===== config.mk =====
export PLATFORM = sky130hd
export DESIGN_NAME = dual_update
export DESIGN_NICKNAME = d
export VERILOG_FILES = /design/src/rtl/dual_update.sv
export SDC_FILE = /design/constraint.sdc
export NUM_CORES = 2
export LEC_CHECK = 0
export CORE_MARGIN = 2
export CORE_UTILIZATION = 55
export CTS_CLUSTER_SIZE = 20
export DETAILED_ROUTE_END_ITERATION = 6
export HOLD_SLACK_MARGIN = 0.02
export PLACE_DENSITY = 0.81
export SLEW_MARGIN = 20
export SYNTH_ARGS = -nofsm -noshare
export SYNTH_HDL_FRONTEND = slang
export SYNTH_SLANG_ARGS = --single-unit

===== constraint.sdc =====
create_clock -name clk -period 17 [get_ports clk]
set_input_delay 2.55 -clock clk [delete_from_list [all_inputs] [get_ports clk]]
set_output_delay 2.55 -clock clk [all_outputs]
set_load 0.01 [all_outputs]

===== src/rtl/dual_update.sv =====
// dual_update: ADMM dual-variable update stage.
// Per element: y <- sat(y + u - z) over the U section, then g <- sat(g + x - v)
// over the X section, written back in place, while tracking the running
// infinity-norm primal residuals max|u-z| and max|x-v|.
// Optional build macro: DUAL_UPDATE_RHO_SHIFT_EN adds input rho_shift[5:0];
// each difference is arithmetic-right-shifted by rho_shift before the add
// (residuals always use the unshifted difference).
module dual_update #(
    parameter int STATE_DIM  = 6,
    parameter int INPUT_DIM  = 3,
    parameter int HORIZON    = 30,
    parameter int DATA_WIDTH = 64,
    parameter int ADDR_WIDTH = 9,
    parameter int RD_LATENCY = 2
) (
    input  logic                  clk,
    input  logic                  rst,
    input  logic                  start,
    input  logic [31:0]           active_horizon,
`ifdef DUAL_UPDATE_RHO_SHIFT_EN
    input  logic [5:0]            rho_shift,
`endif
    output logic [ADDR_WIDTH-1:0] u_rdaddress,
    output logic [ADDR_WIDTH-1:0] z_rdaddress,
    output logic [ADDR_WIDTH-1:0] y_rdaddress,
    input  logic [DATA_WIDTH-1:0] u_data_out,
    input  logic [DATA_WIDTH-1:0] z_data_out,
    input  logic [DATA_WIDTH-1:0] y_data_out,
    output logic [ADDR_WIDTH-1:0] x_rdaddress,
    output logic [ADDR_WIDTH-1:0] v_rdaddress,
    output logic [ADDR_WIDTH-1:0] g_rdaddress,
    input  logic [DATA_WIDTH-1:0] x_data_out,
    input  logic [DATA_WIDTH-1:0] v_data_out,
    input  logic [DATA_WIDTH-1:0] g_data_out,
    output logic [ADDR_WIDTH-1:0] y_wraddress,
    output logic [DATA_WIDTH-1:0] y_data_in,
    output logic                  y_wren,
    output logic [ADDR_WIDTH-1:0] g_wraddress,
    output logic [DATA_WIDTH-1:0] g_data_in,
    output logic                  g_wren,
    output logic [DATA_WIDTH-1:0] prim_res_u,
    output logic [DATA_WIDTH-1:0] prim_res_x,
    output logic                  busy,
    output logic                  done
);

    localparam int DW = DATA_WIDTH;

    localparam logic [DW-1:0]          SAT_MAX = {1'b0, {(DW-1){1'b1}}};
    localparam logic [DW-1:0]          SAT_MIN = {1'b1, {(DW-1){1'b0}}};
    localparam logic signed [DW+1:0]   SUM_MAX = $signed({3'b000, {(DW-1){1'b1}}});
    localparam logic signed [DW+1:0]   SUM_MIN = $signed({3'b111, {(DW-1){1'b0}}});
    localparam logic [DW:0]            ABS_MAX = {2'b00, {(DW-1){1'b1}}};
    localparam logic [2:0]             WAIT_LAST = 3'(RD_LATENCY);

    typedef enum logic [2:0] {
        IDLE,
        U_RD,
        U_WAIT,
        U_WR,
        X_RD,
        X_WAIT,
        X_WR,
        DONE
    } state_t;

    state_t      state;
    logic [31:0] idx;
    logic [31:0] u_cnt;
    logic [31:0] x_cnt;
    logic [2:0]  wait_cnt;

    logic [31:0] neff;
    logic [31:0] nu_calc;
    logic [31:0] nx_calc;
    logic [31:0] idx_inc;
    logic [5:0]  shamt;

    logic [DW-1:0] y_next;
    logic [DW-1:0] g_next;
    logic [DW-1:0] u_abs;
    logic [DW-1:0] x_abs;

`ifdef DUAL_UPDATE_RHO_SHIFT_EN
    assign shamt = rho_shift;
`else
    assign shamt = '0;
`endif

    // acc + ((a - b) >>> sh), widened to DW+2 bits and clamped to the signed range
    function automatic logic [DW-1:0] sat_update(input logic [DW-1:0] acc,
                                                 input logic [DW-1:0] a,
                                                 input logic [DW-1:0] b,
                                                 input logic [5:0]    sh);
        logic signed [DW:0]   d;
        logic signed [DW+1:0] s;
        d = $signed({a[DW-1], a}) - $signed({b[DW-1], b});
        d = d >>> sh;
        s = $signed({{2{acc[DW-1]}}, acc}) + $signed({d[DW], d});
        if (s > SUM_MAX) begin
            return SAT_MAX;
        end else if (s < SUM_MIN) begin
            return SAT_MIN;
        end else begin
            return s[DW-1:0];
        end
    endfunction

    // |a - b| in DW+1 bits, clamped to the largest positive word
    function automatic logic [DW-1:0] sat_absdiff(input logic [DW-1:0] a,
                                                  input logic [DW-1:0] b);
        logic signed [DW:0] d;
        logic [DW:0]        m;
        d = $signed({a[DW-1], a}) - $signed({b[DW-1], b});
        m = d[DW] ? $unsigned(-d) : $unsigned(d);
        if (m > ABS_MAX) begin
            return SAT_MAX;
        end else begin
            return m[DW-1:0];
        end
    endfunction

    assign y_next  = sat_update(y_data_out, u_data_out, z_data_out, shamt);
    assign g_next  = sat_update(g_data_out, x_data_out, v_data_out, shamt);
    assign u_abs   = sat_absdiff(u_data_out, z_data_out);
    assign x_abs   = sat_absdiff(x_data_out, v_data_out);
    assign idx_inc = idx + 32'd1;

    // Clamp the requested horizon and derive the per-section element counts
    always_comb begin
        neff    = (active_horizon > 32'(HORIZON)) ? 32'(HORIZON) : active_horizon;
        nu_calc = '0;
        if (neff > 32'd1) begin
            nu_calc = 32'(INPUT_DIM) * (neff - 32'd1);
        end
        nx_calc = 32'(STATE_DIM) * neff;
    end

    // Pass sequencer: read, wait for memory latency, write back, per element
    always_ff @(posedge clk or posedge rst) begin
        if (rst) begin
            state       <= IDLE;
            idx         <= '0;
            u_cnt       <= '0;
            x_cnt       <= '0;
            wait_cnt    <= '0;
            u_rdaddress <= '0;
            z_rdaddress <= '0;
            y_rdaddress <= '0;
            x_rdaddress <= '0;
            v_rdaddress <= '0;
            g_rdaddress <= '0;
            y_wraddress <= '0;
            y_data_in   <= '0;
            y_wren      <= 1'b0;
            g_wraddress <= '0;
            g_data_in   <= '0;
            g_wren      <= 1'b0;
            prim_res_u  <= '0;
            prim_res_x  <= '0;
            busy        <= 1'b0;
            done        <= 1'b0;
        end else begin
            case (state)
                IDLE: begin
                    if (start) begin
                        u_cnt       <= nu_calc;
                        x_cnt       <= nx_calc;
                        idx         <= '0;
                        prim_res_u  <= '0;
                        prim_res_x  <= '0;
                        u_rdaddress <= '0;
                        z_rdaddress <= '0;
                        y_rdaddress <= '0;
                        x_rdaddress <= '0;
                        v_rdaddress <= '0;
                        g_rdaddress <= '0;
                        if (nu_calc != '0) begin
                            busy  <= 1'b1;
                            state <= U_RD;
                        end else if (nx_calc != '0) begin
                            busy  <= 1'b1;
                            state <= X_RD;
                        end else begin
                            // empty pass: straight to completion
                            busy  <= 1'b0;
                            done  <= 1'b1;
                            state <= DONE;
                        end
                    end
                end
                U_RD: begin
                    wait_cnt <= 3'd1;
                    state    <= U_WAIT;
                end
                U_WAIT: begin
                    if (wait_cnt == WAIT_LAST) begin
                        y_wren      <= 1'b1;
                        y_wraddress <= idx[ADDR_WIDTH-1:0];
                        y_data_in   <= y_next;
                        if (u_abs > prim_res_u) begin
                            prim_res_u <= u_abs;
                        end
                        state <= U_WR;
                    end else begin
                        wait_cnt <= wait_cnt + 3'd1;
                    end
                end
                U_WR: begin
                    y_wren <= 1'b0;
                    if (idx == u_cnt - 32'd1) begin
                        idx <= '0;
                        if (x_cnt != '0) begin
                            x_rdaddress <= '0;
                            v_rdaddress <= '0;
                            g_rdaddress <= '0;
                            state       <= X_RD;
                        end else begin
                            busy  <= 1'b0;
                            done  <= 1'b1;
                            state <= DONE;
                        end
                    end else begin
                        idx         <= idx_inc;
                        u_rdaddress <= idx_inc[ADDR_WIDTH-1:0];
                        z_rdaddress <= idx_inc[ADDR_WIDTH-1:0];
                        y_rdaddress <= idx_inc[ADDR_WIDTH-1:0];
                        state       <= U_RD;
                    end
                end
                X_RD: begin
                    wait_cnt <= 3'd1;
                    state    <= X_WAIT;
                end
                X_WAIT: begin
                    if (wait_cnt == WAIT_LAST) begin
                        g_wren      <= 1'b1;
                        g_wraddress <= idx[ADDR_WIDTH-1:0];
                        g_data_in   <= g_next;
                        if (x_abs > prim_res_x) begin
                            prim_res_x <= x_abs;
                        end
                        state <= X_WR;
                    end else begin
                        wait_cnt <= wait_cnt + 3'd1;
                    end
                end
                X_WR: begin
                    g_wren <= 1'b0;
                    if (idx == x_cnt - 32'd1) begin
                        idx   <= '0;
                        busy  <= 1'b0;
                        done  <= 1'b1;
                        state <= DONE;
                    end else begin
                        idx         <= idx_inc;
                        x_rdaddress <= idx_inc[ADDR_WIDTH-1:0];
                        v_rdaddress <= idx_inc[ADDR_WIDTH-1:0];
                        g_rdaddress <= idx_inc[ADDR_WIDTH-1:0];
                        state       <= X_RD;
                    end
                end
                DONE: begin
                    if (!start) begin
                        done  <= 1'b0;
                        state <= IDLE;
                    end
                end
                default: state <= IDLE;
            endcase
        end
    end

endmodule


==> qor.txt <==
Crit path capture type - flip-flop
Mean Syn Cell Area - 7.541 µm²
Initial antenna violation count - 10
Buffers and inverters on the worst path - 4
Rel. slew slack - 21.94%
Total power - 7.210 mW
H-tree lvl count - 2
Final min period - 12,390 ps
Avg WL per Cell - 22.71 µm
Unrepaired setup endpoints after global routing - no
Final WL - 176.6 mm
Top-area cell type share of the netlist area - 21.90%
Setup bufs post-CTS - 0
Hold Crit Class - flip-flop to flip-flop
CP max FO - 62
Number of setup violations in the final report - 0
Max_cap viols - 0
Clock latency on the worst-skew pair - 620 ps
Post-CTS sizing - 0
DP Area - 0.05363 mm²
# DRC - 0
FF-to-FF Start - u_cnt[7]$_DFFE_PP0P_
TNS Setup - 0 ps
GPL Wtd Cong - 1.026
Post-synth top area cell - dfrtp_1
Core area - 0.08185 mm²
Number of port buffers - 750
CP Class - input port to flip-flop
CTS tree - done
Fin area - 0.05552 mm²
Crit. Startpoint - u_data_out[0]
Sink Count - 397
Num rows - 105
VDD IR max - 0.08774 mV
Via Count - 48,670
Starting Density - 55.43%
WP data arrival - 12,890 ps
Fraction of layout instances using a drive strength above 1 - 3.269%
Synth area leaders - dfrtp_1 (22%), ha_1 (13%), a21oi_1 (5.9%), nand2_1 (5.7%), xnor2_1 (5.6%)
Critical Path Most Common Cell - a21o_1
Crit start category - input port
Detail Placement HPWL - 143.9 mm
Seq/Total Area, Yosys - 21.90%
Slew @ Worst Pin - 1163 ps
Largest net degree at the start of global routing - 128
Top Ports - 751
Worst path max stage delay - 700 ps
Status - complete, no violations
Fin. Hold Viols - 0
Overall global routing resource usage - 39.95%
Synth warnings - 0
Die Wd - 291.2 µm
Layout area overhead - 22.38%
Layout Nets - 7,571
Cell Pwr Density - 129.9 mW/mm²
Vias in the first global route - 45,220
Drt first pass iters - 6
Count of pins over their slew limit - 0
CTS clk-pin slew, worst paths - 60 ps
Fill cells - 7,098
Clock buffer depth - 3
Mapped Area - 0.04537 mm²
DRT iter0 DRCs - 5,008
Fin util - 67.83%
Period utilization - 72.88%
Via-per-instance ratio - 6.258
Crit-path slowest cell - clkinv_2
Hold Crit Start - y_wraddress[6]$_DFFE_PP0P_
Post-CTS Hold Fix Bufs - 0
CTS Root Cell - clkbuf_16
Asr flop ratio synth - 100.0%
Fin Clk Skew - 12.71 ps
First-pass GRT wire length - 266.8 mm
Gr ovfl total - 0
Mapped Cells - 6,016
Top FF cell, synth - dfrtp_1
Die ar. - 0.08480 mm²
Antenna violation net count after detailed routing - 0
Clock buffer count from CTS - 49
Die Y - 291.2 µm
Unique masters post-synth - 99
Pleak - 24.88 nW
Yosys reg bits - 397
Post-synth EDFFs - 0
Fmax - 80.71 MHz
Critical Path RT - 17,500 ps
Top delay family on crit path - compound AO/OA/AOI/OAI gates
-- report_power, final --
group,internal (mW),switching (mW),total (mW)
clock,0.735,0.470,1.21
combinational,1.87,2.43,4.30
sequential,1.30,0.407,1.71
-- sequential cells by signal, summed over array words and instances (netlist names), 31 cells and up --
register    cells
prim_res_x     64
idx            32
y_data_in      64
prim_res_u     64
u_cnt          32
g_data_in      64
x_cnt          31
-- worst paths after layout --
| path | endpoint | slack [ps] | cells after the start |
|---|---|---|---|
| max in group asynchronous | y_data_in[47]$_DFFE_PP0P_ | 12170 | 4 |
| min in group asynchronous | g_wraddress[3]$_DFFE_PP0P_ | 2580 | 2 |
| min reg2reg | y_wraddress[6]$_DFFE_PP0P_ | 480 | 2 |
| max reg2reg | idx[14]$_DFFE_PP0P_ | 11130 | 15 |
| max | prim_res_u[19]$_DFFE_PP0P_ | 4610 | 35 |
| min | y_wraddress[6]$_DFFE_PP0P_ | 480 | 2 |
-- metrics by stage --
stage	instances	hold WS, ps	worst slack [ps]
6_report	7777	476.5	4610
5_1_grt	7772	511.9	4066
4_1_cts	7768	477.3	5064
3_5_place_dp	7678	462.8	4473
3_3_place_gp	7678	458.1	4718
2_1_floorplan	6131	470.2	3411
-- cell families (layout without fill, tap and decap cells) --
logic type,after synthesis,count (layout),synth area share (%)
xor+xnor,453,453,8.745
compound gates,1919,1919,27.07
buf+inv,738,1306,6.547
other cells,2,125,0.01655
mux,34,34,0.7832
flops,397,397,21.90
simple gates,1977,1977,21.19
fa+ha+maj,496,496,13.76
-- tightest hold or removal path, cell delays in order, from the launching register on --
cell and delay (ps):
dfrtp_1 340, nand2_1 50, nand2_1 50
-- cell usage after synthesis, drive strengths merged, types with 82 or more instances --
cell	count
nand2b	87
a21oi	541
a21o	203
nand3	111
clkbuf	243
xnor2	289
nor2	419
o21ai	428
ha	486
dfrtp	397
nand2	686
o31ai	82
nor3	115
xor2	164
a31oi	129
nand4	113
inv	431
-- cell type report --
class | instances | area (µm²) | area share [%]
antenna | 8 | 20.02 | 0.03606
clock buffer | 66 | 1410 | 2.540
clock inverter | 24 | 420.4 | 0.7572
inverter | 433 | 1634 | 2.943
multi-input combinational | 4996 | 32990 | 59.42
sequential | 397 | 9935 | 17.89
tap | 1070 | 1339 | 2.411
timing repair buffer | 783 | 7775 | 14.00
-- placed cells by master, fill, tap and decap left out, drive strengths merged, types with 46 or more instances in the layout --
master,count
clkdlybuf4s50,750
nand2,686
a21oi,541
ha,486
inv,430
o21ai,428
nor2,419
dfrtp,397
xnor2,289
a21o,203
xor2,164
a31oi,129
conb,117
nor3,115
nand4,113
nand3,111
nand2b,87
o31ai,82
nor2b,77
a22o,74
and3,66
clkbuf,66
a22oi,65
o21a,61
nor4,60
or3,54
o21bai,50
and2,46
-- per-layer routing --
layer	vias to the layer above	wire length, µm	track usage, %
met1	23190	73690	53.17
li1	22790	-	-
met3	407	14980	6.482
met4	10	11100	20.73
met2	2280	76820	62.42
met5	-	63	0
No activity file was read; power rests on OpenSTA's default activity.
